==> src/rtl/block_test_pkg.sv <==
// Shared definitions for the 257-bit block test datapath: block width,
// mode encodings, LFSR taps, checker FSM states and the block-advance function.
package block_test_pkg;

  localparam int BLOCK_SIZE = 257;

  localparam logic [1:0] CFG_SEQUENCE = 2'b00;
  localparam logic [1:0] CFG_RANDOM   = 2'b01;
  localparam logic [1:0] CFG_FIXED    = 2'b10;

  localparam int TAP_A = 256;
  localparam int TAP_B = 255;
  localparam int TAP_C = 253;
  localparam int TAP_D = 251;

  localparam logic [BLOCK_SIZE-1:0] ALL_ONES = {BLOCK_SIZE{1'b1}};

  typedef enum logic [1:0] {
    ST_SEARCH = 2'd0,
    ST_VERIFY = 2'd1,
    ST_LOCKED = 2'd2
  } chk_state_e;

  // One whole block of LFSR steps: the block that follows s in the stream.
  function automatic logic [BLOCK_SIZE-1:0] lfsr_advance(input logic [BLOCK_SIZE-1:0] s);
    logic [BLOCK_SIZE-1:0] t;
    logic                  fb;
    t = s;
    for (int i = 0; i < BLOCK_SIZE; i++) begin
      fb = t[TAP_A] ^ t[TAP_B] ^ t[TAP_C] ^ t[TAP_D];
      t  = {t[BLOCK_SIZE-2:0], fb};
    end
    return t;
  endfunction

endpackage

==> src/rtl/block_popcount.sv <==
// Combinational count of set bits across a block; reusable by any error monitor.
module block_popcount
  import block_test_pkg::*;
#(
  parameter int WIDTH = BLOCK_SIZE
) (
  input  logic [WIDTH-1:0]           data,
  output logic [$clog2(WIDTH+1)-1:0] count
);

  localparam int CW = $clog2(WIDTH + 1);

  logic [CW-1:0] acc_s;

  // Sum every bit of the input into a CW-bit count.
  always_comb begin
    acc_s = {CW{1'b0}};
    for (int i = 0; i < WIDTH; i++) begin
      acc_s = acc_s + CW'(data[i]);
    end
    count = acc_s;
  end

endmodule

==> config.mk <==
export PLATFORM = sky130hd
export DESIGN_NAME = block_popcount
export DESIGN_NICKNAME = d
export VERILOG_FILES = /design/src/rtl/block_test_pkg.sv /design/src/rtl/block_popcount.sv
export SDC_FILE = /design/constraint.sdc
export NUM_CORES = 1
export LEC_CHECK = 0
export BUFFER_PORTS_ARGS = -buffer_cell sky130_fd_sc_hd__clkbuf_2
export CAP_MARGIN = 10
export CORE_AREA = 2 2 145 147
export DETAILED_ROUTE_END_ITERATION = 10
export DIE_AREA = 0 0 147 149
export PLACE_DENSITY = 0.65
export SYNTH_ARGS = -nofsm -noshare
export SYNTH_HDL_FRONTEND = slang
export SYNTH_SLANG_ARGS = --single-unit
==> constraint.sdc <==
create_clock -name vclk -period 37
set_clock_uncertainty 0.2 [all_clocks]
set_input_delay 9.25 -clock vclk [all_inputs]
set_output_delay 9.25 -clock vclk [all_outputs]
set_load 0.1 [all_outputs]
# --- After elaboration in Yosys (flattened, before gate mapping) ---
# Cells that the tools add are included.
word_totals:
  input_bits: 257
  out_inout_bits: 9
  word_cells: 256
  ff_bits: 0
op_classes:
  add_sub_neg: 256
op_table:
  columns: ["cell", "n"]
  rows:
  - ["adder 9 x 1 -> 9 bit", 248]
  - ["adder 8 x 1 -> 9 bit", 1]
  - ["adder 7 x 1 -> 8 bit", 1]
  - ["adder 6 x 1 -> 7 bit", 1]
  - ["adder 5 x 1 -> 6 bit", 1]
  - ["adder 4 x 1 -> 5 bit", 1]
  - ["adder 3 x 1 -> 4 bit", 1]
  - ["adder 2 x 1 -> 3 bit", 1]
  - ["adder 1 x 1 -> 2 bit", 1]

# --- Logic depth before layout (Yosys ltp) ---
# Gate-level depths: netlist of run 1.
logic_depth:
  ltp_word: 256
  mapped_depth: 29
  depth_no_buf: 29

# --- Worst setup path before layout of run 1 ---
# Ideal clock, no wire load.
synth_timing:
  path_type: "input port to output port"
  start: "input data[209]"
  end: "output count[7]"
  required_time_ps: 27550
  t_arrival_ps: 17543
  setup_slack_ps: 10007
  path_buffers: 0
  cell_stages: 25
  cell_sequence: "fa_1 -> inv_1 -> fa_1 -> fa_1 -> inv_1 -> fa_1 -> inv_1 -> fa_1 -> inv_1 -> fa_1 -> inv_1 -> fa_1 -> inv_1 -> fa_1 -> inv_1 -> fa_1 -> fa_1 -> fa_1 -> inv_1 -> ha_1 -> a21oi_1 -> nand3b_1 -> a21boi_0 -> o22ai_1 -> xnor2_1"
synth_between:
  elab_chain_len: 48
synth_rtl:
  columns: ["item", "line_no", "rtl"]
  rows:
  - ["start: declaration", "block_popcount.sv:7", "input logic [WIDTH-1:0] data,"]
  - ["adder 9 x 1 -> 9 bit (48 in a row)", "block_popcount.sv:19", "acc_s = acc_s + CW'(data[i]);"]
  - ["end: declaration", "block_popcount.sv:8", "output logic [$clog2(WIDTH+1)-1:0] count"]
# No other way between the ends.

# --- Final worst setup path of run 1 ---
layout_timing:
  start: "input data[185]"
  end: "output count[6]"
layout_between:
  elab_chain_len: 72
layout_rtl:
  columns: ["item", "line_no"]
  rows:
  - ["adder 9 x 1 -> 9 bit (72 in a row)", "block_popcount.sv:19"]
# No other way between the ends.

==> metrics.txt, run 1 <==
vias per inst=3.79; Final nets=~1500; clock buffer count=0; die height=149 µm; Crit-path slowest cell=fa_1; postcts setup bufs=0; adder-cell area share of the yosys netlist=76.6%; Required @ worst endpoint=27.55 ns; Setup Crit Path Kind=in -> out; number of global-route vias before repair=5362; sequential cell count=0; Worst Hold Class=in -> out; layout cells sized above 1=about 28%; post-route ant nets=0; main combinational cell family by area after synthesis=adder cells; sum of negative setup slack=0 ns; count of final hold-check violations=0; Synth Area in Simple Gates=less than 1%; Crit. End Element=output port; I/O pin count=266; total core area=roughly 0.021 mm²; total routed wirelength=13800 µm; Distinct cells, synth=20; cts hold-fix bufs=0; hold_sp=data[4]; sequential element share of the synthesized area=0%; Total Routing Usage GR=approximately an eighth; cell count after synthesis=691; Slew HR=60.5%; Post-route DRC=0; total of max-cap violations=0; global route total overflow=0; final worst slack=10.52 ns; Slew Limit Fails=0; first-pass GRT wire length=23700 µm; Rows=53; Tcrit/Tclk final=between 70% and 80%; diode count=0; number of buffers added on ports=between 200 and 300; Initial Util=33.9%; Worst Tran Pin Value=0.595 ns; compound-cell area share of the yosys netlist=1.13%; Syn Area/Cell=10.1 µm²; synth warn=0; wire per inst=11.2 µm; die area=between 0.02 and 0.025 mm²; Setup crit start kind=input pin; post-CTS sizing=0; crit path DAT=17.03 ns; RSZ-0062 raised after global routing=no; crit-path max FO=2; Syn Nets=1229; Die X=around 150 µm; mux share of post-synthesis cell area=0%; Area growth syn-to-layout=24.0%; Largest stage delay, worst path=0.53 ns; minimum clock period=26.48 ns; fmax=37.8 MHz; largest net degree at the start of global routing=6; post-detail-place hpwl=14200 µm; Pre-Repair DR Iteration Count=4; fillers=2079; CP most frequent cell=fa_1; gpl congestion=0.763; Reg area=0 µm²; Vias=4666; Setup WS pre-CTS=about 10 ns; CP Launch Point=data[185]; XOR/XNOR share of the synthesized area=0.754%; status=complete, no violations; initial antenna violation count=0; Setup-failing EPs final=0; DRT iter0 DRCs=71; Final Hold Slack=18.99 ns; synthesized area=between 0.006 and 0.007 mm²
metrics by stage:
stage | util (%) | cell area, µm² | instances
detailed placement | 42.0 | 8640 | 1232
CTS | 42.0 | 8640 | 1232
floorplan | - | 6970 | 691
global route | 42.0 | 8640 | 1232
global placement | 42.0 | 8640 | 1232
finish | 42.0 | 8640 | 1232
kinds of logic after synthesis:
group | count (synthesis)
fa+ha+maj | 281
simple gates | 9
xor+xnor | 6
compound gates | 11
buf+inv | 384
cell usage after synthesis (2+ instances only):
cell type,instances,share of area [%]
nand2_1,2,0.11
nor2_1,2,0.11
xnor2_1,5,0.63
ha_1,38,6.8
inv_1,384,21
a21oi_1,3,0.22
fa_1,243,70
or3_1,2,0.18
worst max-delay path, delay by kind of cell:
kind	cells	cell delay, ns
and+or+nand+nor	1	0.05
buffers and inverters	13	1.15
xor gates and xnor gates	1	0.15
adders and majority gates	13	5.97
AOI/OAI and AO/OA	3	0.44
final cells by class:
type / count / area (µm²) / area share (%)
Multi-Input combinational cell: 307 / 5530 / 63.9
Inverter: 384 / 1440 / 16.7
Timing Repair Buffer: 266 / 1330 / 15.4
Tap cell: 275 / 344 / 3.98
worst paths after layout:
path	to	depth (start not counted)
hold / removal	count[0]	3
setup / recovery	count[6]	31
layer usage:
layer / routed length [µm] / vias up / track usage, %
met5: 0 / - / 0
met4: 137 / 0 / 1.01
li1: - / 2276 / -
met3: 631 / 10 / 1.19
met2: 7570 / 128 / 25.2
met1: 5440 / 2252 / 17.2
cells in the final DEF (no fill, tap or decap):
cell type / count
nor2b_4: 1
a21oi_1: 3
inv_1: 384
nor2b_1: 1
ha_1: 38
a211oi_2: 1
nand2_1: 2
fa_1: 243
nand3b_1: 1
xnor2_1: 5
nor2_1: 2
or3_1: 2
o21a_1: 1
xor2_1: 1
o21ai_2: 1
a21boi_0: 1
a211oi_1: 1
o22ai_1: 1
a21oi_2: 1
clkbuf_2: 266
o21ai_0: 1
Power of run 1 is left out: the tool's default activity adds up to more than one toggle a clock period on the data nets, which glitch-free logic cannot reach.
==> run 2, diff against run 1 <==
Settings changed: PLACE_DENSITY 0.65 to 0.68.
Clock period 37 ns to 23 ns, I/O delays scaled along.
==> metrics.txt, run 2 (same netlist as run 1, synthesis figures left out) <==
status=complete, no violations; Final Hold Slack=12.00 ns; Largest stage delay, worst path=about 0.56 ns; Finished Cell Area=0.00864 mm²; crit-path max FO=2; sequential cell count=0; RSZ-0062 raised after global routing=no; Tcrit/Tclk final=84.8%; Setup-failing EPs final=0; Initial Util=between 30% and 40%; post-route ant nets=0; fmax=51.3 MHz; Final nets=1497; Area after DPL=0.00864 mm²; Multi-input gate area=0.00553 mm²; crit path DAT=approximately 14 ns; wire per inst=11.4 µm; Total Routing Usage GR=13.8%; Vias=between 4000 and 5000; cts hold-fix bufs=0; DRT iter0 DRCs=74; minimum clock period=19.51 ns; Setup Crit Path Kind=in -> out; CP delay by family, top=adder cells; crit path buf inv count=11; commonest non-fill, non-tap cell in the layout=inv_1; fillers=2067; Area growth syn-to-layout=24.0%; postcts setup bufs=0; die area=0.0219 mm²; Worst Tran Pin Value=approximately 0.60 ns; Required @ worst endpoint=17.05 ns; Crit. End Element=output port; Rows=53; number of global-route vias before repair=5594; CP most frequent cell=fa_1; # placed instances=around 1200; die height=149 µm; post-detail-place hpwl=14600 µm; post-CTS sizing=0; global route total overflow=0; Post-route DRC=0; sum of negative setup slack=0 ns; diode count=0; total routed wirelength=14100 µm; Reg area=0 µm²; first-pass GRT wire length=24500 µm; Worst Hold Class=in -> out; Slew Limit Fails=0; Pre-Repair DR Iteration Count=4; total of max-cap violations=0; Setup crit start kind=input pin; Crit-path slowest cell=fa_1; I/O pin count=266; most frequent cells in the layout=inv_1, clkbuf_2, fa_1; Slew HR=60.4%; gpl congestion=0.774; Final Non-Filler Cells=1232; count of final hold-check violations=0; layout cells sized above 1=about 28%; clock buffer count=0; number of buffers added on ports=266; vias per inst=3.86; largest net degree at the start of global routing=6; Die X=around 150 µm; total core area=between 0.02 and 0.025 mm²; initial antenna violation count=0
## run 2: cell counts in the layout (fill, tap and decap cells not counted)
Identical to the previous run, type by type.
## run 2: per-stage QoR
step	setup slack (ns)	utilization (%)
after detailed placement	3.43	42.0
after floorplan	3.01	-
after CTS	3.45	42.0
final	3.49	42.0
after global routing	3.19	42.0
after global placement	3.49	42.0
## run 2: path summary, 6_finish.rpt
check | slack, ns | cells after the start | endpoint | startpoint
setup / recovery | 3.49 | 29 | count[6] | data[119]
hold / removal | 12.00 | 3 | count[0] | data[4]
## run 2: metal layers
layer	wire length [µm]	global-route usage, %	up-vias
li1	-	-	2275
met3	527	0.948	18
met1	5480	17.2	2336
met5	0	0	-
met4	272	1.88	0
met2	7790	26.8	123
## run 2: cell type report
cell class         count  share of cell area (%)
repair buffers       266                    15.4
inverters            384                    16.7
well taps            275                    3.98
multi-input cells    307                    63.9
## run 2: tightest hold or removal path, cell delays in order
cell and delay [ns]:
clkbuf_2 0.09, fa_1 0.15, clkbuf_2 0.45
Power of run 2 is left out for the same reason.
==> run 3, diff against run 2 <==
Settings changed: ABC_AREA set to 1, PLACE_DENSITY 0.68 to 0.66.
Clock period 23 ns to 19 ns, I/O delays scaled along.
==> metrics.txt, run 3 <==
initial antenna violation count=0; cts hold-fix bufs=0; Final nets=1522; Tcrit/Tclk final=90.4%; crit-path max FO=2; Setup-failing EPs final=0; Total Routing Usage GR=13.5%; total routed wirelength=14000 µm; wire per inst=around 11 µm; vias per inst=3.82; Crit-path slowest cell=fa_1; Reg area=0 µm²; gpl congestion=0.788; commonest non-fill, non-tap cell in the layout=inv_1; number of global-route vias before repair=5515; crit path buf inv count=12; first-pass GRT wire length=24100 µm; CP most frequent cell=fa_1; Rows=53; Setup crit start kind=input pin; status=complete, no violations; post-CTS sizing=0; Slew Limit Fails=0; fmax=58.2 MHz; Setup Crit Path Kind=in -> out; sum of negative setup slack=0 ns; total core area=roughly 0.021 mm²; largest area contributor in the netlist=fa_1; Worst Tran Pin Value=0.578 ns; hold_sp=data[4]; Required @ worst endpoint=14.05 ns; Area growth syn-to-layout=23.8%; most frequent cells in the layout=inv_1, clkbuf_2, fa_1; sequential element share of the synthesized area=0%; global route total overflow=0; Vias=4798; synth cell count leaders=inv_1, fa_1, ha_1, nand2_1, nand3_1; count of final hold-check violations=0; die height=149 µm; metal3 WL=602 µm; total of max-cap violations=0; Syn Nets=~1300; CP delay by family, top=adder cells; Initial Util=about a third; Distinct cells, synth=16; DRT iter0 DRCs=27; Die X=around 150 µm; sequential cell count=0; Synth area leaders=fa_1, inv_1, ha_1, nand2_1, nand3_1; Largest stage delay, worst path=0.54 ns; synth warn=0; number of buffers added on ports=around 270; most numerous cell in the Yosys netlist=inv_1; RSZ-0062 raised after global routing=no; Worst Hold Class=in -> out; clock buffer count=0; Post-route DRC=0; Slew HR=around 62%; I/O pin count=266; max layer used=met4; CP Depth=31; crit path DAT=12.22 ns; minimum clock period=17.17 ns; cell count after synthesis=716; Pre-Repair DR Iteration Count=3; WHS Path Cells=3; layout cells sized above 1=between 20% and 30%; post-route ant nets=0; synthesized area=0.00703 mm²; M1 WL=5430 µm; diode count=0; largest net degree at the start of global routing=6; postcts setup bufs=0; area fraction of the dominant cell type after synthesis=69.2%; die area=about 0.022 mm²; Crit. End Element=output port; Syn Area/Cell=between 9 and 10 µm²; Hold EP=count[0]; post-detail-place hpwl=roughly 14000 µm; met2 wire length=7750 µm
==> run 3: changes by cell type in the layout (fill, tap and decap cells not counted), moves of 2 or more <==
cell     change
inv_1        +8
nand2_1     +22
nand3_1      +4
or3_1        -2
xnor2_1      -3
==> run 3: metrics by stage <==
| stage | instances | util (%) | area (µm²) | hold WS, ns | setup slack (ns) |
|---|---|---|---|---|---|
| 2_1_floorplan | 716 | - | 7030 | 10.04 | 1.24 |
| 3_3_place_gp | 1257 | 42.3 | 8700 | 10.00 | 1.83 |
| 3_5_place_dp | 1257 | 42.3 | 8700 | 9.99 | 1.79 |
| 4_1_cts | 1257 | 42.3 | 8700 | 10.0 | 1.79 |
| 5_1_grt | 1257 | 42.3 | 8700 | 10.01 | 1.46 |
| 6_report | 1257 | 42.3 | 8700 | 9.99 | 1.83 |
==> run 3: logic make-up after synthesis <==
family	synth area share (%)
fa+ha+maj	76.0
xor+xnor	0.374
buf+inv	21.0
simple gates	2.35
compound gates	0.267
==> run 3: area by class of cell <==
| type | instances | area [µm²] |
|---|---|---|
| Tap cell | 275 | 344 |
| Multi-Input combinational cell | 323 | 5550 |
| Inverter | 393 | 1480 |
| Timing Repair Buffer | 266 | 1330 |
| Fill cell | 2066 | 11900 |
==> run 3: layer usage <==
metal | global-route usage [%] | vias up
met1 | 17.0 | 2330
li1 | - | 2333
met5 | 0 | -
met3 | 1.10 | 16
met4 | 1.88 | 0
met2 | 25.9 | 119
==> run 3: worst max path at each step <==
stage,start,to
6_report,data[119],count[8]
5_1_grt,data[185],count[8]
4_1_cts,data[119],count[8]
3_5_place_dp,data[119],count[8]
3_3_place_gp,data[185],count[6]
2_1_floorplan,data[209],count[4]
Power of run 3 is left out for the same reason.
